==> config.mk <==
export PLATFORM = sky130hd
export DESIGN_NAME = packet_arbiter_rr
export DESIGN_NICKNAME = d
export VERILOG_FILES = /design/src/rtl/packet_arbiter_rr.sv
export SDC_FILE = /design/constraint.sdc
export NUM_CORES = 1
export LEC_CHECK = 0
export CORE_MARGIN = 1
export CORE_UTILIZATION = 42
export CTS_BUF_LIST = sky130_fd_sc_hd__clkbuf_8
export CTS_CLUSTER_DIAMETER = 150
export DETAILED_ROUTE_END_ITERATION = 6
export GPL_TIMING_DRIVEN = 0
export PLACE_DENSITY_LB_ADDON = 0.05
export SYNTH_ARGS = -nofsm -noshare
export SYNTH_HDL_FRONTEND = slang
export SYNTH_SLANG_ARGS = --single-unit
==> constraint.sdc <==
create_clock -name clk -period 2.05 [get_ports clk]
set_input_delay 0.41 -clock clk [delete_from_list [all_inputs] [get_ports clk]]
set_output_delay 0.41 -clock clk [all_outputs]
set_load 0.05 [all_outputs]
==> src/rtl/packet_arbiter_rr.sv <==
// Packet-atomic N:1 arbiter (strict priority or round-robin) with a 2-entry
// registered output buffer that isolates out_ready from the input ready paths.

package packet_mux_pkg;
    localparam int unsigned DATA_W  = 32;
    localparam int unsigned EMPTY_W = 2;
endpackage

module packet_arbiter_rr #(
    parameter int unsigned N_PORTS  = 4,
    parameter int unsigned DATA_W   = packet_mux_pkg::DATA_W,
    parameter int unsigned EMPTY_W  = packet_mux_pkg::EMPTY_W,
    parameter int unsigned ARB_MODE = 1,
    parameter int unsigned ID_W     = (N_PORTS > 1) ? $clog2(N_PORTS) : 1,
    parameter int unsigned CNT_W    = 16
) (
    input  logic                       clk,
    input  logic                       rst,
    input  logic [N_PORTS*DATA_W-1:0]  in_data,
    input  logic [N_PORTS-1:0]         in_valid,
    input  logic [N_PORTS-1:0]         in_sop,
    input  logic [N_PORTS-1:0]         in_eop,
    input  logic [N_PORTS*EMPTY_W-1:0] in_empty,
    input  logic [N_PORTS-1:0]         in_error,
    output logic [N_PORTS-1:0]         in_ready,
    output logic [DATA_W-1:0]          out_data,
    output logic                       out_valid,
    output logic                       out_sop,
    output logic                       out_eop,
    output logic [EMPTY_W-1:0]         out_empty,
    output logic                       out_error,
    input  logic                       out_ready,
    output logic [ID_W-1:0]            grant_id,
    output logic                       grant_active,
    output logic [CNT_W-1:0]           drop_cnt
);

    localparam int unsigned BEAT_W = DATA_W + EMPTY_W + 3;

    typedef enum logic [1:0] {
        S_IDLE = 2'd0,
        S_LOCK = 2'd1
    } state_t;

    state_t              state_q, state_d;
    logic [ID_W-1:0]     rr_ptr_q, rr_ptr_d;
    logic [ID_W-1:0]     grant_id_d;
    logic                grant_active_d;
    logic [BEAT_W-1:0]   head_q, skid_q, beat_in;
    logic                skid_valid_q;
    logic                buf_ok, pop, push, drop;
    logic [ID_W-1:0]     sel, win_idx, orph_idx;
    logic                win_found, orph_found;
    logic [N_PORTS-1:0]  cand, orphan;
    int unsigned         base;

    function automatic logic [ID_W-1:0] next_id(input logic [ID_W-1:0] id);
        return (32'(id) + 32'd1 == N_PORTS) ? '0 : id + ID_W'(1);
    endfunction

    assign cand   = in_valid & in_sop;
    assign orphan = in_valid & ~in_sop;
    assign buf_ok = !(out_valid && skid_valid_q);
    assign pop    = out_valid && out_ready;
    assign base   = (ARB_MODE != 0) ? 32'(rr_ptr_q) : 32'd0;

    // SOP winner search from base (rotating in RR mode) and lowest-index orphan
    always_comb begin
        win_found  = 1'b0;
        win_idx    = '0;
        orph_found = 1'b0;
        orph_idx   = '0;
        for (int unsigned k = 0; k < N_PORTS; k++) begin
            if (!win_found && cand[ID_W'((base + k) % N_PORTS)]) begin
                win_found = 1'b1;
                win_idx   = ID_W'((base + k) % N_PORTS);
            end
            if (!orph_found && orphan[k]) begin
                orph_found = 1'b1;
                orph_idx   = ID_W'(k);
            end
        end
    end

    // Next-state, grant bookkeeping and per-port ready
    always_comb begin
        state_d        = state_q;
        rr_ptr_d       = rr_ptr_q;
        grant_id_d     = grant_id;
        grant_active_d = grant_active;
        in_ready       = '0;
        push           = 1'b0;
        drop           = 1'b0;
        sel            = grant_id;
        case (state_q)
            S_IDLE: begin
                if (win_found) begin
                    sel               = win_idx;
                    in_ready[win_idx] = buf_ok;
                    push              = buf_ok;
                    if (buf_ok) begin
                        if (in_eop[win_idx]) begin
                            if (ARB_MODE != 0) rr_ptr_d = next_id(win_idx);
                        end else begin
                            state_d        = S_LOCK;
                            grant_id_d     = win_idx;
                            grant_active_d = 1'b1;
                        end
                    end
                end
                if (orph_found) begin
                    in_ready[orph_idx] = 1'b1;
                    drop               = 1'b1;
                end
            end
            S_LOCK: begin
                in_ready[grant_id] = buf_ok;
                push               = in_valid[grant_id] && buf_ok;
                if (push && in_eop[grant_id]) begin
                    state_d        = S_IDLE;
                    grant_active_d = 1'b0;
                    if (ARB_MODE != 0) rr_ptr_d = next_id(grant_id);
                end
            end
            default: begin
                state_d        = S_IDLE;
                grant_active_d = 1'b0;
            end
        endcase
        if (rst) in_ready = '0;
    end

    assign beat_in = {in_error[sel],
                      in_empty[32'(sel)*EMPTY_W +: EMPTY_W],
                      in_eop[sel],
                      in_sop[sel],
                      in_data[32'(sel)*DATA_W +: DATA_W]};

    always_ff @(posedge clk) begin
        if (rst) begin
            state_q      <= S_IDLE;
            rr_ptr_q     <= '0;
            grant_id     <= '0;
            grant_active <= 1'b0;
            drop_cnt     <= '0;
        end else begin
            state_q      <= state_d;
            rr_ptr_q     <= rr_ptr_d;
            grant_id     <= grant_id_d;
            grant_active <= grant_active_d;
            if (drop && drop_cnt != '1) drop_cnt <= drop_cnt + CNT_W'(1);
        end
    end

    // Head register drives out_*; skid catches one beat while the head stalls
    always_ff @(posedge clk) begin
        if (rst) begin
            head_q       <= '0;
            skid_q       <= '0;
            out_valid    <= 1'b0;
            skid_valid_q <= 1'b0;
        end else if (!out_valid || pop) begin
            if (skid_valid_q) begin
                head_q       <= skid_q;
                out_valid    <= 1'b1;
                skid_valid_q <= push;
                if (push) skid_q <= beat_in;
            end else begin
                out_valid <= push;
                if (push) head_q <= beat_in;
            end
        end else if (push) begin
            skid_q       <= beat_in;
            skid_valid_q <= 1'b1;
        end
    end

    assign {out_error, out_empty, out_eop, out_sop, out_data} = head_q;

endmodule

==> results.yml, run 1 <==
run_status:
  run_status: "finished with violations"
  violations: "negative setup slack"
clock_tree:
  clock_latency_ns: 0.40
  cts.sinks: 97
  path_clk_slew_ns: 0.08
  cts_max_level: 3
  root_buffer: "clkbuf_8"
  cts_made_buffers: 9
  cts_tree: "done"
  hold_buffers: 0
  clock_path_buffers: 2
floorplan:
  die_x_um: 118
  rows: 42
  coreArea_um2: 13200
  die_h_um: 118
  io_pins: 216
  start_util_pct: 43.0
  dieArea_um2: 14000
global_route:
  antenna_found_initial: 0
  grt_pass1_vias: 6368
  grt.overflow.total: 0
  grt_max_degree: 16
  grt_pass1_wl_mm: 34.8
  grtUsageTotal_pct: 31.7
route:
  avgViaCountPerCell: 5.96
  num_vias: 6183
  drcViolationCount: 0
  drtIter0Drc: 466
  drt.antenna.violating_nets: 0
  firstDrtPassIters: 4
  avgRoutedWirePerCell_um: 22.5
  totalWireLength_mm: 23.4
timing:
  fin_ws_ns: -0.644
  maxSlewHeadroom_pct: 54.8
  final.setup.tns_ns: -37.59
  fin_skew_ns: 0.0233
  max_freq_mhz: 371
  tightest_slew_ns: 0.678
  finalHoldViolCount: 0
  final.min_clock_period_ns: 2.69
  finalCritPeriodShare_pct: 131
  setup_viol_count_final: 83
  slew_viol_final: 0
  rsz0062_at_grt: "yes"
synth:
  yosysUniqueCellTypes: 60
  syn_nets: 741
  yosysSeqAreaShare_pct: 34.1
  syn_area_um2: 5700
  synth_cells: 577
  synth_area_per_cell_um2: 9.88
  ys.warnings.count: 0
  synth-edff-count: 0
  synthArstFlopShare_pct: 0
  synth-seq-cells: 97
  synthFlopType: "dfxtp_1"
worst_hold_path:
  min_to: "skid_q[0]$_SDFFE_PP0P_"
  hold_path.class: "reg -> reg"
  min_from: "skid_q[0]$_SDFFE_PP0P_"
  min_path_cells: 2
setup_path:
  critPathLaunchType: "input pin"
  end_kind: "output port"
  rrSetupSlack_ns: -0.57
  worstSetupPathType: "in -> out"
  worst-r2r-cell-count: 13
  crit_required_ns: 1.64
  crit_chain: "dlygate4sd2_1 > nand3_1 > a311o_1 > nand2_4 > buf_6 > ha_4 > a21oi_2 > nor2_1 > a31oi_2 > nor2_4 > buf_8"
  crit_slowest_cell: "a311o_1"
  crit_arrival_ns: 2.28
  crit_fanout: 5
  slowest_delay_ns: 0.43
  r2r_start: "rr_ptr_q[0]$_SDFFE_PP0P_"
  reg2reg_to: "head_q[0]$_SDFFE_PP0P_"
pwr:
  ir_drop_v: 0.000437
  powerDensity_nw_per_um2: 858
  total_power_mw: 9.11
  clockPowerShare_pct: 12.7
  p_int_mw: 5.32
  power.switching_mw: 3.79
  leakagePower_nw: 3.77
  power.share.combinational_pct: 60.4
  sw_frac_of_total_pct: 41.6
  seqPwrFrac_pct: 26.9
layout:
  syn_to_final_growth_pct: 86.3
  layout_commonest_cell: "clkdlybuf4s50_1"
  nets: 1022
  diodes: 0
  final_cell_mix: "clkdlybuf4s50_1, dfxtp_1, mux2i_4, o221ai_2, nand2_1"
  drive_gt1_share_pct: 37.4
  nFillCells: 812
place:
  place_congestion: 0.881
  dp_hpwl_mm: 13.8
  place.port_buffers: 214
  post-place-ws_ns: -1.50
job:
  drv_cap: 0
logic make-up (layout without fill, tap and decap cells):
group,count (synthesis),count (layout),synth area share [%]
and+or+nand+nor,163,163,14.6
AOI/OAI and AO/OA,157,157,26.6
adders and majority gates,9,9,1.98
buffers and inverters,54,338,5.53
muxes,83,83,15.1
DFF,97,97,34.1
xor gates and xnor gates,14,14,2.15
critical path, delay by kind of cell:
family / cells / cell delay [ns]
simple gates: 4 / 0.61
buf+inv: 3 / 0.60
fa+ha+maj: 1 / 0.12
compound gates: 3 / 0.54
cell type report:
type                       instances  area [um^2]  area share, %
buffer                            40          422           3.97
clock buffer                       9          124           1.17
clock inverter                     5         36.3          0.342
inverter                          10         47.5          0.448
multi-input combinational        426         4850           45.7
sequential                        97         1960           18.5
tap                              176          220           2.07
timing repair buffer             274         2960           27.9
through the flow:
step / hold WS [ns] / instances / util, % / instance area [um^2]
floorplan: 0.436 / 577 / - / 5900
global placement: 0.445 / 967 / 62.4 / 8260
detailed placement: 0.454 / 967 / 62.4 / 8260
CTS: 0.479 / 1029 / 77.2 / 10200
global route: 0.497 / 1037 / 80.1 / 10600
finish: 0.480 / 1037 / 80.1 / 10600
synthesized netlist by cell type, drive strengths merged, types with 2 or more instances:
cell,instances,area [um^2]
nand3,7,35.0
nor3,2,10.0
a21o,2,15.0
and3,2,12.5
a211oi,5,37.5
nor2,33,124
o221ai,75,845
a22oi,40,305
or2,38,240
a2111oi,2,23.8
and4,4,35.0
ha,9,113
xor2,11,96.3
mux4,2,45.0
a31oi,5,46.3
a21oi,9,67.6
inv,10,37.5
o21ai,3,15.0
nand2b,2,12.5
mux2,3,33.8
and2,7,46.3
buf,23,199
nor2b,8,50.1
dfxtp,97,1940
mux2i,78,781
clkbuf,21,78.8
o211ai,3,22.5
xnor2,3,26.3
nand2,50,195
a311oi,2,17.5
nand4,5,31.3
a211o,2,17.5
worst max-delay path by stage:
stage | endpoint | startpoint | cells after the start
after floorplan | in_ready[1] | in_sop[1] | 10
after global placement | in_ready[1] | in_sop[2] | 12
after detailed placement | in_ready[2] | in_sop[0] | 11
after CTS | in_ready[1] | rr_ptr_q[0]$_SDFFE_PP0P_ | 10
after global routing | in_ready[1] | rr_ptr_q[0]$_SDFFE_PP0P_ | 11
final | in_ready[0] | in_valid[0] | 11
what timing repair did:
action / CTS / global route
resized for setup: 280 / 92
endpoints found under the hold margin: 0 / 0
pin swaps: 51 / 58
cloned: 11 / 1
buffers inserted: 38 / 22
endpoints found under the setup margin: 103 / 102
sequential cells by signal (all words and copies together) (netlist names):
name	flops
head_q	37
skid_q	37
drop_cnt	16
out_valid	1
skid_valid_q	1
grant_id	2
grant_active	1
rr_ptr_q	2
power groups by stage:
stage | Sequential (mW) | Clock (mW) | Combinational (mW)
final | 2.45 | 1.16 | 5.50
after global routing | 2.49 | 1.23 | 5.70
after CTS | 2.43 | 1.15 | 5.19
after detailed placement | 2.46 | 0 | 3.57
after global placement | 2.44 | 0 | 3.52
after floorplan | 3.15 | 0 | 1.65
per-layer routing:
layer / vias up / part of all wire [%] / global-route usage [%]
met2: 286 / 52 / 57.6
li1: 2793 / - / -
met1: 3023 / 39 / 36.4
met3: 81 / 5.9 / 6.27
met4: 0 / 3.8 / 12.2
met5: - / 0 / 0
No activity file was read; power rests on OpenSTA's default activity.
==> inputs of run 2 (changes only) <==
--- a/config.mk
+++ b/config.mk
@@ -7,7 +7,7 @@
 export LEC_CHECK = 0
 export CORE_MARGIN = 1
 export CORE_UTILIZATION = 42
-export CTS_BUF_LIST = sky130_fd_sc_hd__clkbuf_8
+export CTS_BUF_LIST = sky130_fd_sc_hd__clkbuf_2
 export CTS_CLUSTER_DIAMETER = 150
 export DETAILED_ROUTE_END_ITERATION = 6
 export GPL_TIMING_DRIVEN = 0
==> run 2 against run 1 <==
  * The run still ends with negative setup slack left
  * Register-to-register slack worse by 0.27 ns
  * Maximum frequency is 8.4% lower
  * Clock skew is 0.0085 ns higher
  * Critical endpoint unchanged
  * Global-route usage is 0.77 points lower
  * Hold slack worse by 0.042 ns
  * Sequential share of layout area is 0.27 points higher
  * Critical path depth stayed put
  * First-iteration DRC count is 10% lower
==> results.yml, run 2 (synthesized netlist as in run 1, its figures left out) <==
place:
  place.port_buffers: 214
  place_congestion: 0.881
  dp_hpwl_mm: 13.8
  placed_area_um2: 8260
global_route:
  grt_pass1_wl_mm: 33.9
  grtUsageTotal_pct: 30.9
  antenna_found_initial: 0
  grt_max_degree: 16
  grt_pass1_vias: 6240
  grt.overflow.total: 0
timing:
  finalCritPeriodShare_pct: 143
  max_freq_mhz: 340
  fin_ws_ns: -0.891
  fin_skew_ns: 0.0318
  tightest_slew_ns: 0.581
  finalHoldViolCount: 0
  setup_viol_count_final: 80
  slew_viol_final: 0
  rsz0062_at_grt: "yes"
  final.min_clock_period_ns: 2.94
  maxSlewHeadroom_pct: 61.4
layout:
  syn_to_final_growth_pct: 83.6
  utilization_pct: 79.0
  drive_gt1_share_pct: 38.5
  layout_commonest_cell: "clkdlybuf4s50_1"
  fin_area_um2: 10500
  top_regs: "head_q (37), skid_q (37), drop_cnt (16)"
  nets: 1025
  diodes: 0
  final_cell_mix: "clkdlybuf4s50_1, dfxtp_1, o221ai_2"
floorplan:
  io_pins: 216
  die_h_um: 118
  rows: 42
  coreArea_um2: 13200
  dieArea_um2: 14000
  die_x_um: 118
  start_util_pct: 43.0
clock_tree:
  path_clk_slew_ns: 0.28
  clock_latency_ns: 0.62
  cts_tree: "done"
  root_buffer: "clkbuf_2"
  cts_made_buffers: 9
  cts.sinks: 97
  clock_path_buffers: 2
  cts_max_level: 3
route:
  avgRoutedWirePerCell_um: 21.9
  drcViolationCount: 0
  firstDrtPassIters: 5
  num_vias: 6212
  drtIter0Drc: 418
  drt.antenna.violating_nets: 0
  avgViaCountPerCell: 5.97
  totalWireLength_mm: 22.7
setup_path:
  critPathLaunchType: "input pin"
  crit_slowest_cell: "clkdlybuf4s50_1"
  slowest_delay_ns: 0.60
  worst-r2r-cell-count: 17
  worstSetupPathType: "in -> out"
  crit_chain: "clkdlybuf4s50_1 > nand3_1 > a311o_1 > nand2_4 > buf_4 > ha_1 > a21oi_1 > nor2_1 > a31oi_2 > nor2_4 > buf_6"
  r2r_start: "rr_ptr_q[0]$_SDFFE_PP0P_"
  rrSetupSlack_ns: -0.84
  crit_family: "buffers and inverters"
  crit_required_ns: 1.64
  end_kind: "output port"
  reg2reg_to: "rr_ptr_q[0]$_SDFFE_PP0P_"
  crit_arrival_ns: 2.53
  crit_fanout: 5
  critPathBufInv: 3
worst_hold_path:
  hold_path.class: "in -> reg"
  min_from: "rst"
  min_to: "skid_q[5]$_SDFFE_PP0P_"
  min_path_cells: 4
job:
  drv_cap: 0
pwr:
  ir_drop_v: 0.000533
  leakagePower_nw: 3.66
  powerDensity_nw_per_um2: 829
run_status:
  violations: "negative setup slack"
  run_status: "finished with violations"
-- run 2: changes by cell type in the layout (fill, tap and decap cells not counted), moves of 5 or more --
| cell | delta |
|---|---|
| clkbuf_8 | -11 |
| dlygate4sd2_1 | +13 |
| clkdlybuf4s15_1 | +14 |
| clkdlybuf4s15_2 | +6 |
| dlymetal6s2s_1 | -11 |
| buf_4 | +7 |
| mux2i_2 | +6 |
| mux2i_4 | -7 |
| buf_16 | +5 |
| clkbuf_2 | +15 |
| clkdlybuf4s50_1 | -31 |
| buf_6 | -7 |
-- run 2: timing repair --
item                                    CTS  global route
hold buffers                              0             0
buffers inserted                         40            13
endpoints found under the setup margin  144           112
gates cloned                             10             1
resized for setup                       323            97
pin swaps                                41            28
-- run 2: worst min-delay path: stages --
cell,delay [ns]
clkbuf_1,0.35
a21oi_4,0.12
nand2_1,0.10
o221ai_2,0.08
-- run 2: worst max-delay path by stage --
stage / from / to / slack [ns] / cells after the start
2_1_floorplan: in_sop[1] / in_ready[1] / -0.15 / 10
3_3_place_gp: in_sop[2] / in_ready[1] / -1.48 / 12
3_5_place_dp: in_sop[0] / in_ready[2] / -1.50 / 11
4_1_cts: rr_ptr_q[0]$_SDFFE_PP0P_ / in_ready[2] / -0.92 / 10
5_1_grt: in_sop[2] / in_ready[1] / -0.98 / 12
6_report: in_sop[0] / in_ready[0] / -0.89 / 11
-- run 2: metrics by stage --
step                total power, mW  setup TNS [ns]  setup slack, ns  hold slack (ns)  cells
finish                         8.67          -25.77           -0.891            0.438   1040
global route                   8.98          -32.89           -0.984            0.450   1040
CTS                            8.33          -27.12           -0.924            0.383   1031
detailed placement             6.03          -83.42            -1.50            0.454    967
global placement               5.96          -80.83            -1.48            0.445    967
floorplan                      4.80           -5.67           -0.147            0.436    577
-- run 2: where the power goes --
group / switching (mW) / internal [mW]
sequential: 0.241 / 2.22
combinational: 2.78 / 2.60
clock: 0.681 / 0.155
-- run 2: area by class of cell --
class / count / area, um^2
clock inverter: 4 / 32.5
sequential: 97 / 1960
multi-input combinational: 426 / 4730
tap: 176 / 220
buffer: 43 / 548
timing repair buffer: 274 / 2870
inverter: 10 / 47.5
clock buffer: 10 / 50.0
fill: 843 / 2780
-- run 2: layer usage --
metal  part of all wire [%]  global-route usage, %
met1                     39                   36.8
met2                     52                   56.1
met3                    6.0                   5.12
met4                    2.7                   10.4
met5                      0                      0
==> inputs of run 3 (changes only) <==
--- a/config.mk
+++ b/config.mk
@@ -11,7 +11,7 @@
 export CTS_CLUSTER_DIAMETER = 150
 export DETAILED_ROUTE_END_ITERATION = 6
 export GPL_TIMING_DRIVEN = 0
-export PLACE_DENSITY_LB_ADDON = 0.05
+export PLACE_DENSITY = 0.8
 export SYNTH_ARGS = -nofsm -noshare
 export SYNTH_HDL_FRONTEND = slang
 export SYNTH_SLANG_ARGS = --single-unit
==> constraint.sdc (replaced) <==
create_clock -name clk -period 2.05 [get_ports clk]
set_input_delay 0.41 -clock clk [delete_from_list [all_inputs] [get_ports clk]]
set_output_delay 0.41 -clock clk [all_outputs]
set_load 0.02 [all_outputs]
==> run 3 against run 2 <==
  * The run still ends with negative setup slack left
  * Clock skew shrank 0.00091 ns
  * Global-route usage fell by 0.71 points
  * Die area unchanged
  * Hold slack lost 0.16 ns
  * First-iteration DRC count is 20% lower
  * Maximum frequency grew 5.2%
  * Wire length up 1.0%
  * Sequential power about the same
  * Combinational power decreased by 10%
  * Critical path depth down 1
  * Via count fell by 1.4%
==> results.yml, run 3 (synthesized netlist as in run 1, its figures left out) <==
layout:
  nets: 1024
  final_cell_mix: "clkdlybuf4s50_1, dfxtp_1, mux2i_4"
  diodes: 0
  multiInputGateArea_um2: 4780
  syn_to_final_growth_pct: 85.6
  fin_area_um2: 10600
  seq_area_um2: 1960
  drive_gt1_share_pct: 36.5
  stdcell_count: 1039
  layout_commonest_cell: "clkdlybuf4s50_1"
  top_regs: "head_q (37), skid_q (37), drop_cnt (16)"
  nFillCells: 818
pwr:
  leakagePower_nw: 4.02
  clockPowerShare_pct: 12.7
  power.switching_mw: 3.16
  power.share.combinational_pct: 58.0
  p_int_mw: 5.17
  sw_frac_of_total_pct: 37.9
  powerDensity_nw_per_um2: 787
  seqPwrFrac_pct: 29.3
  ir_drop_v: 0.000490
setup_path:
  r2r_start: "rr_ptr_q[0]$_SDFFE_PP0P_"
  crit_family: "compound AO/OA/AOI/OAI gates"
  end_kind: "output port"
  critical_path.startpoint: "rr_ptr_q[1]$_SDFFE_PP0P_"
  crit_path_end: "in_ready[0]"
  crit_arrival_ns: 2.39
  crit_fanout: 4
  worst-r2r-cell-count: 12
  crit_chain: "nand3_2 > a311o_1 > nand2_4 > buf_4 > ha_2 > a21oi_1 > nor2_1 > a31oi_1 > nor2_2 > buf_6"
  crit_required_ns: 1.64
  reg2reg_to: "skid_q[7]$_SDFFE_PP0P_"
  critical_path_depth: 10
  rrSetupSlack_ns: -0.44
  critPathLaunchType: "register"
  worstSetupPathType: "reg -> out"
  slowest_delay_ns: 0.42
  critPathBufInv: 2
  crit_slowest_cell: "a311o_1"
timing:
  rsz0062_at_grt: "yes"
  whs_ns: 0.281
  max_freq_mhz: 358
  finalCritPeriodShare_pct: 136
  tightest_slew_ns: 0.582
  finalHoldViolCount: 0
  fin_skew_ns: 0.0309
  fin_ws_ns: -0.747
  slew_viol_final: 0
  maxSlewHeadroom_pct: 61.1
  final.min_clock_period_ns: 2.80
  setup_viol_count_final: 83
run_status:
  run_status: "finished with violations"
  violations: "negative setup slack"
place:
  dp_hpwl_mm: 13.7
  place_congestion: 0.903
  dp_cells: 967
  placed_area_um2: 8200
  place.port_buffers: 214
route:
  avgRoutedWirePerCell_um: 22.1
  num_vias: 6128
  drcViolationCount: 0
  avgViaCountPerCell: 5.90
  drt.antenna.violating_nets: 0
  totalWireLength_mm: 23.0
  firstDrtPassIters: 6
  drtIter0Drc: 336
global_route:
  grt_pass1_vias: 6438
  grt.overflow.total: 0
  grt_pass1_wl_mm: 33.8
  grt_max_degree: 15
  grtUsageTotal_pct: 30.2
  antenna_found_initial: 0
floorplan:
  die_x_um: 118
  coreArea_um2: 13200
  rows: 42
  start_util_pct: 43.0
  io_pins: 216
  dieArea_um2: 14000
  die_h_um: 118
job:
  drv_cap: 0
clock_tree:
  clock_path_buffers: 2
  clock_latency_ns: 0.62
  cts_tree: "done"
  hold_buffers: 0
  cts.sinks: 97
  cts_made_buffers: 9
  root_buffer: "clkbuf_2"
  cts_max_level: 3
  path_clk_slew_ns: 0.26
worst_hold_path:
  hold_path.class: "in -> reg"
run 3: changes by cell type in the layout (fill, tap and decap cells not counted), sizes merged, moves of 2 or more:
cell / change
bufinv: +2
dlygate4sd2: +18
buf: -5
clkdlybuf4s15: -23
clkbuf: -4
clkinv: -2
dlymetal6s2s: +19
clkdlybuf4s50: -5
run 3: layout make-up:
| type | count | share of cell area, % |
|---|---|---|
| repair buffers | 273 | 27.9 |
| flip-flops and latches | 97 | 18.5 |
| well taps | 176 | 2.08 |
| clock inverters | 3 | 0.639 |
| clock buffers | 11 | 0.521 |
| plain buffers | 42 | 4.70 |
| multi-input cells | 427 | 45.2 |
| inverters | 10 | 0.426 |
run 3: power groups by stage:
stage	Sequential [mW]	Clock, mW	Combinational (mW)
floorplan	2.67	0	1.59
global placement	2.44	0	2.96
detailed placement	2.46	0	3.02
CTS	2.41	1.05	4.05
global route	2.47	1.14	5.06
finish	2.44	1.06	4.83
run 3: worst min path at each step:
stage                             from                       to  slack (ns)  depth (start not counted)
6_report                     in_sop[1]  skid_q[32]$_SDFFE_PP0P_        0.28                          3
5_1_grt                      in_sop[1]  skid_q[32]$_SDFFE_PP0P_        0.25                          3
4_1_cts                      in_sop[3]  skid_q[32]$_SDFFE_PP0P_        0.39                          3
3_5_place_dp   skid_q[33]$_SDFFE_PP0P_  skid_q[33]$_SDFFE_PP0P_        0.45                          2
3_3_place_gp   skid_q[14]$_SDFFE_PP0P_  skid_q[14]$_SDFFE_PP0P_        0.44                          2
2_1_floorplan   skid_q[0]$_SDFFE_PP0P_   skid_q[0]$_SDFFE_PP0P_        0.44                          2
run 3: what timing repair did:
action,4_1_cts,5_1_grt
pin swaps,31,65
setup endpoints to repair,131,111
gates cloned,10,6
resized for setup,231,140
setup buffers,37,23
run 3: worst reg2reg max path: cells and delay by family, from the launching register on:
kind / cells / cell delay, ns
and+or+nand+nor: 1 / 0.16
muxes: 1 / 0.27
AOI/OAI and AO/OA: 4 / 0.71
DFF: 1 / 0.40
buffers and inverters: 6 / 0.87
run 3: metrics by stage:
step                      TNS (ns)  setup WS, ns  total power, mW  util, %
after detailed placement    -83.21         -1.26             5.48     61.9
after global placement      -77.39         -1.24             5.40     61.9
final                       -30.39        -0.747             8.32     79.8
after global routing        -36.55        -0.884             8.67     79.8
after floorplan             -0.334       -0.0465             4.26        -
after CTS                   -23.85        -0.800             7.51     73.1
run 3: routing by layer:
layer / global-route usage (%) / share of wire, % / wire length [um] / up-vias
met5: 0 / 0 / 0 / -
met4: 10.1 / 2.9 / 659 / 0
met3: 6.32 / 5.5 / 1270 / 58
met2: 54.9 / 53 / 12100 / 256
met1: 35.1 / 39 / 8960 / 3021
li1: - / - / - / 2793
==> RTL change: new RTL, settings of run 1 <==
Reset style: asynchronous (`rst`), changed in 2 clocked blocks.
--- a/src/rtl/packet_arbiter_rr.sv
+++ b/src/rtl/packet_arbiter_rr.sv
@@ -137,5 +137,5 @@
                       in_data[32'(sel)*DATA_W +: DATA_W]};
 
-    always_ff @(posedge clk) begin
+    always_ff @(posedge clk or posedge rst) begin
         if (rst) begin
             state_q      <= S_IDLE;
@@ -154,5 +154,5 @@
 
     // Head register drives out_*; skid catches one beat while the head stalls
-    always_ff @(posedge clk) begin
+    always_ff @(posedge clk or posedge rst) begin
         if (rst) begin
             head_q       <= '0;
Function: differs if rst is asserted again (counterexample within 4 cycles, from zero or initial values and one cycle with rst high); with rst held inactive, the same outputs for 4 cycles.
==> RTL change against run 1 <==
- the run still ends with setup timing left
- area after synthesis up 2.7%
- largest cell class unchanged
- non-clock buffer count down 12
- sequential cell count unchanged
- register-to-register slack better by 0.25 ns
- cell area up 2.8%
- routed wire length up 2.4%
- via count down 0.34%
- global-route usage down 2.1 points
- setup slack worse by 0.00076 ns
- critical path depth down 2
Power is not compared: it rests on default switching activity, and its combinational part moved more than twofold at a synthesized area within 25%.
==> RTL change: results (changes against run 1) <==
Run status
  – Status: complete, but fails checks (unchanged)
  – Failing checks: setup timing (unchanged)

Place
  – DP Worst Slack: -1.60 ns (was -1.50 ns)
  – Buffers on Ports: 215 (was 214)
  – Detail Placement HPWL: 14300 um (was 13800 um)
  – GP Congestion: 0.819 (was 0.881)

STA
  – Final setup violation count: 80 (was 83)
  – Setup TNS: -17.14 ns (was -37.59 ns)
  – Worst-margin pin slew: 0.685 ns (was 0.678 ns)
  – Clock Skew: 0.0141 ns (was 0.0233 ns)
  – Final WS setup: -0.645 ns (was -0.644 ns)

Critical path
  – Largest stage delay, worst path: 0.41 ns (was 0.43 ns)
  – Reg2reg start: rr_ptr_q[0] (unchanged)
  – RR Endpoint: rr_ptr_q[1] (was head_q[0])
  – CP max-delay cell: dfrtp_1 (was a311o_1)
  – Cells on worst reg2reg path: 8 (was 13)
  – CP Max Fanout: 4 (was 5)

Finish
  – Layout cell share with drive strength beyond 1: 0.366 (was 0.374)
  – # nets final: 987 (was 1022)

Detailed routing
  – Total length of routed wires: 23900 um (was 23400 um)
  – Vias: 6162 (was 6183)

Synthesis
  – Syn_nets: 712 (was 741)
  – Sequential area share after synthesis: 0.415 (was 0.341)
  – Ys async rst share: 1.00 (was 0)
  – Netlist cell types: 54 (was 60)

GRT
  – Largest net degree at the start of global routing: 42 (was 16)
  – First-pass GRT wire length: 32400 um (was 34800 um)
  – GRT Overall Usage: 0.296 (was 0.317)

Hold path
  – Hold EP: skid_q[34] (was skid_q[0])
==> RTL change: cell types whose count changed after synthesis, sizes merged, moves of 35 or more <==
| cell | run 1 | this run |
|---|---|---|
| a22oi | 40 | 2 |
| dfrtp | 0 | 97 |
| or2 | 38 | 1 |
| dfxtp | 97 | 0 |
| and3 | 2 | 41 |
| a21oi | 9 | 44 |
==> RTL change: what timing repair did <==
action                                  4_1_cts  5_1_grt
gates cloned                                  6       14
buffers inserted                             17       16
gates resized for setup                     223      155
endpoints found under the setup margin      108      101
pin swaps                                    44       23
==> RTL change: worst max-delay path by stage <==
stage / start / end
after detailed placement: in_valid[3] / in_ready[2]
after floorplan: in_valid[2] / in_ready[3]
after CTS: rr_ptr_q[0] / in_ready[2]
after global routing: rr_ptr_q[0] / in_ready[2]
final: rr_ptr_q[0] / in_ready[2]
after global placement: in_valid[3] / in_ready[2]
==> RTL change: layout make-up <==
type                            count  area share
Clock inverter                      3     0.00138
Sequential cell                    97       0.223
Multi-Input combinational cell    404       0.422
Clock buffer                       13      0.0164
Inverter                            9     0.00344
Timing Repair Buffer              263       0.269
Buffer                             39      0.0444
Tap cell                          176      0.0202
==> RTL change: cell families (layout without fill, tap and decap cells) <==
kind of cell / count (synthesis) / in the layout / synth area share
compound gates: 147 / 147 / 0.208
buf+inv: 49 / 327 / 0.0524
xor+xnor: 15 / 15 / 0.0225
fa+ha+maj: 9 / 9 / 0.0192
mux: 86 / 86 / 0.154
flops: 97 / 97 / 0.415
simple gates: 145 / 147 / 0.129
==> RTL change: metrics by stage <==
step / hold slack [ns] / cells / total power, mW / area, um2
2_1_floorplan: 0.448 / 548 / 9.07 / 5930
3_3_place_gp: 0.460 / 939 / 11.5 / 8300
3_5_place_dp: 0.465 / 941 / 11.7 / 8340
4_1_cts: 0.487 / 980 / 15.8 / 9790
5_1_grt: 0.513 / 1004 / 18.7 / 10900
6_report: 0.488 / 1004 / 18.0 / 10900
==> RTL change: power by group <==
| part | leakage [nW] | internal, mW | switching [mW] |
|---|---|---|---|
| Sequential | 1.21 | 2.77 | 0.604 |
| Clock | 0.104 | 0.567 | 0.708 |
| Combinational | 3.16 | 6.30 | 7.07 |
==> RTL change: worst max-delay path, delay by kind of cell, from the launching register on <==
kind	cells	cell delay, ns
fa+ha+maj	1	0.16
compound gates	4	0.80
flops	1	0.41
simple gates	2	0.27
buf+inv	2	0.24
==> RTL change: routing by layer <==
layer  global-route usage  share of wire  up-vias
li1                     -              -     2671
met1                0.371           0.39     3112
met2                0.494           0.51      305
met3               0.0656          0.065       74
met4                0.116          0.039        0
met5                    0              0        -
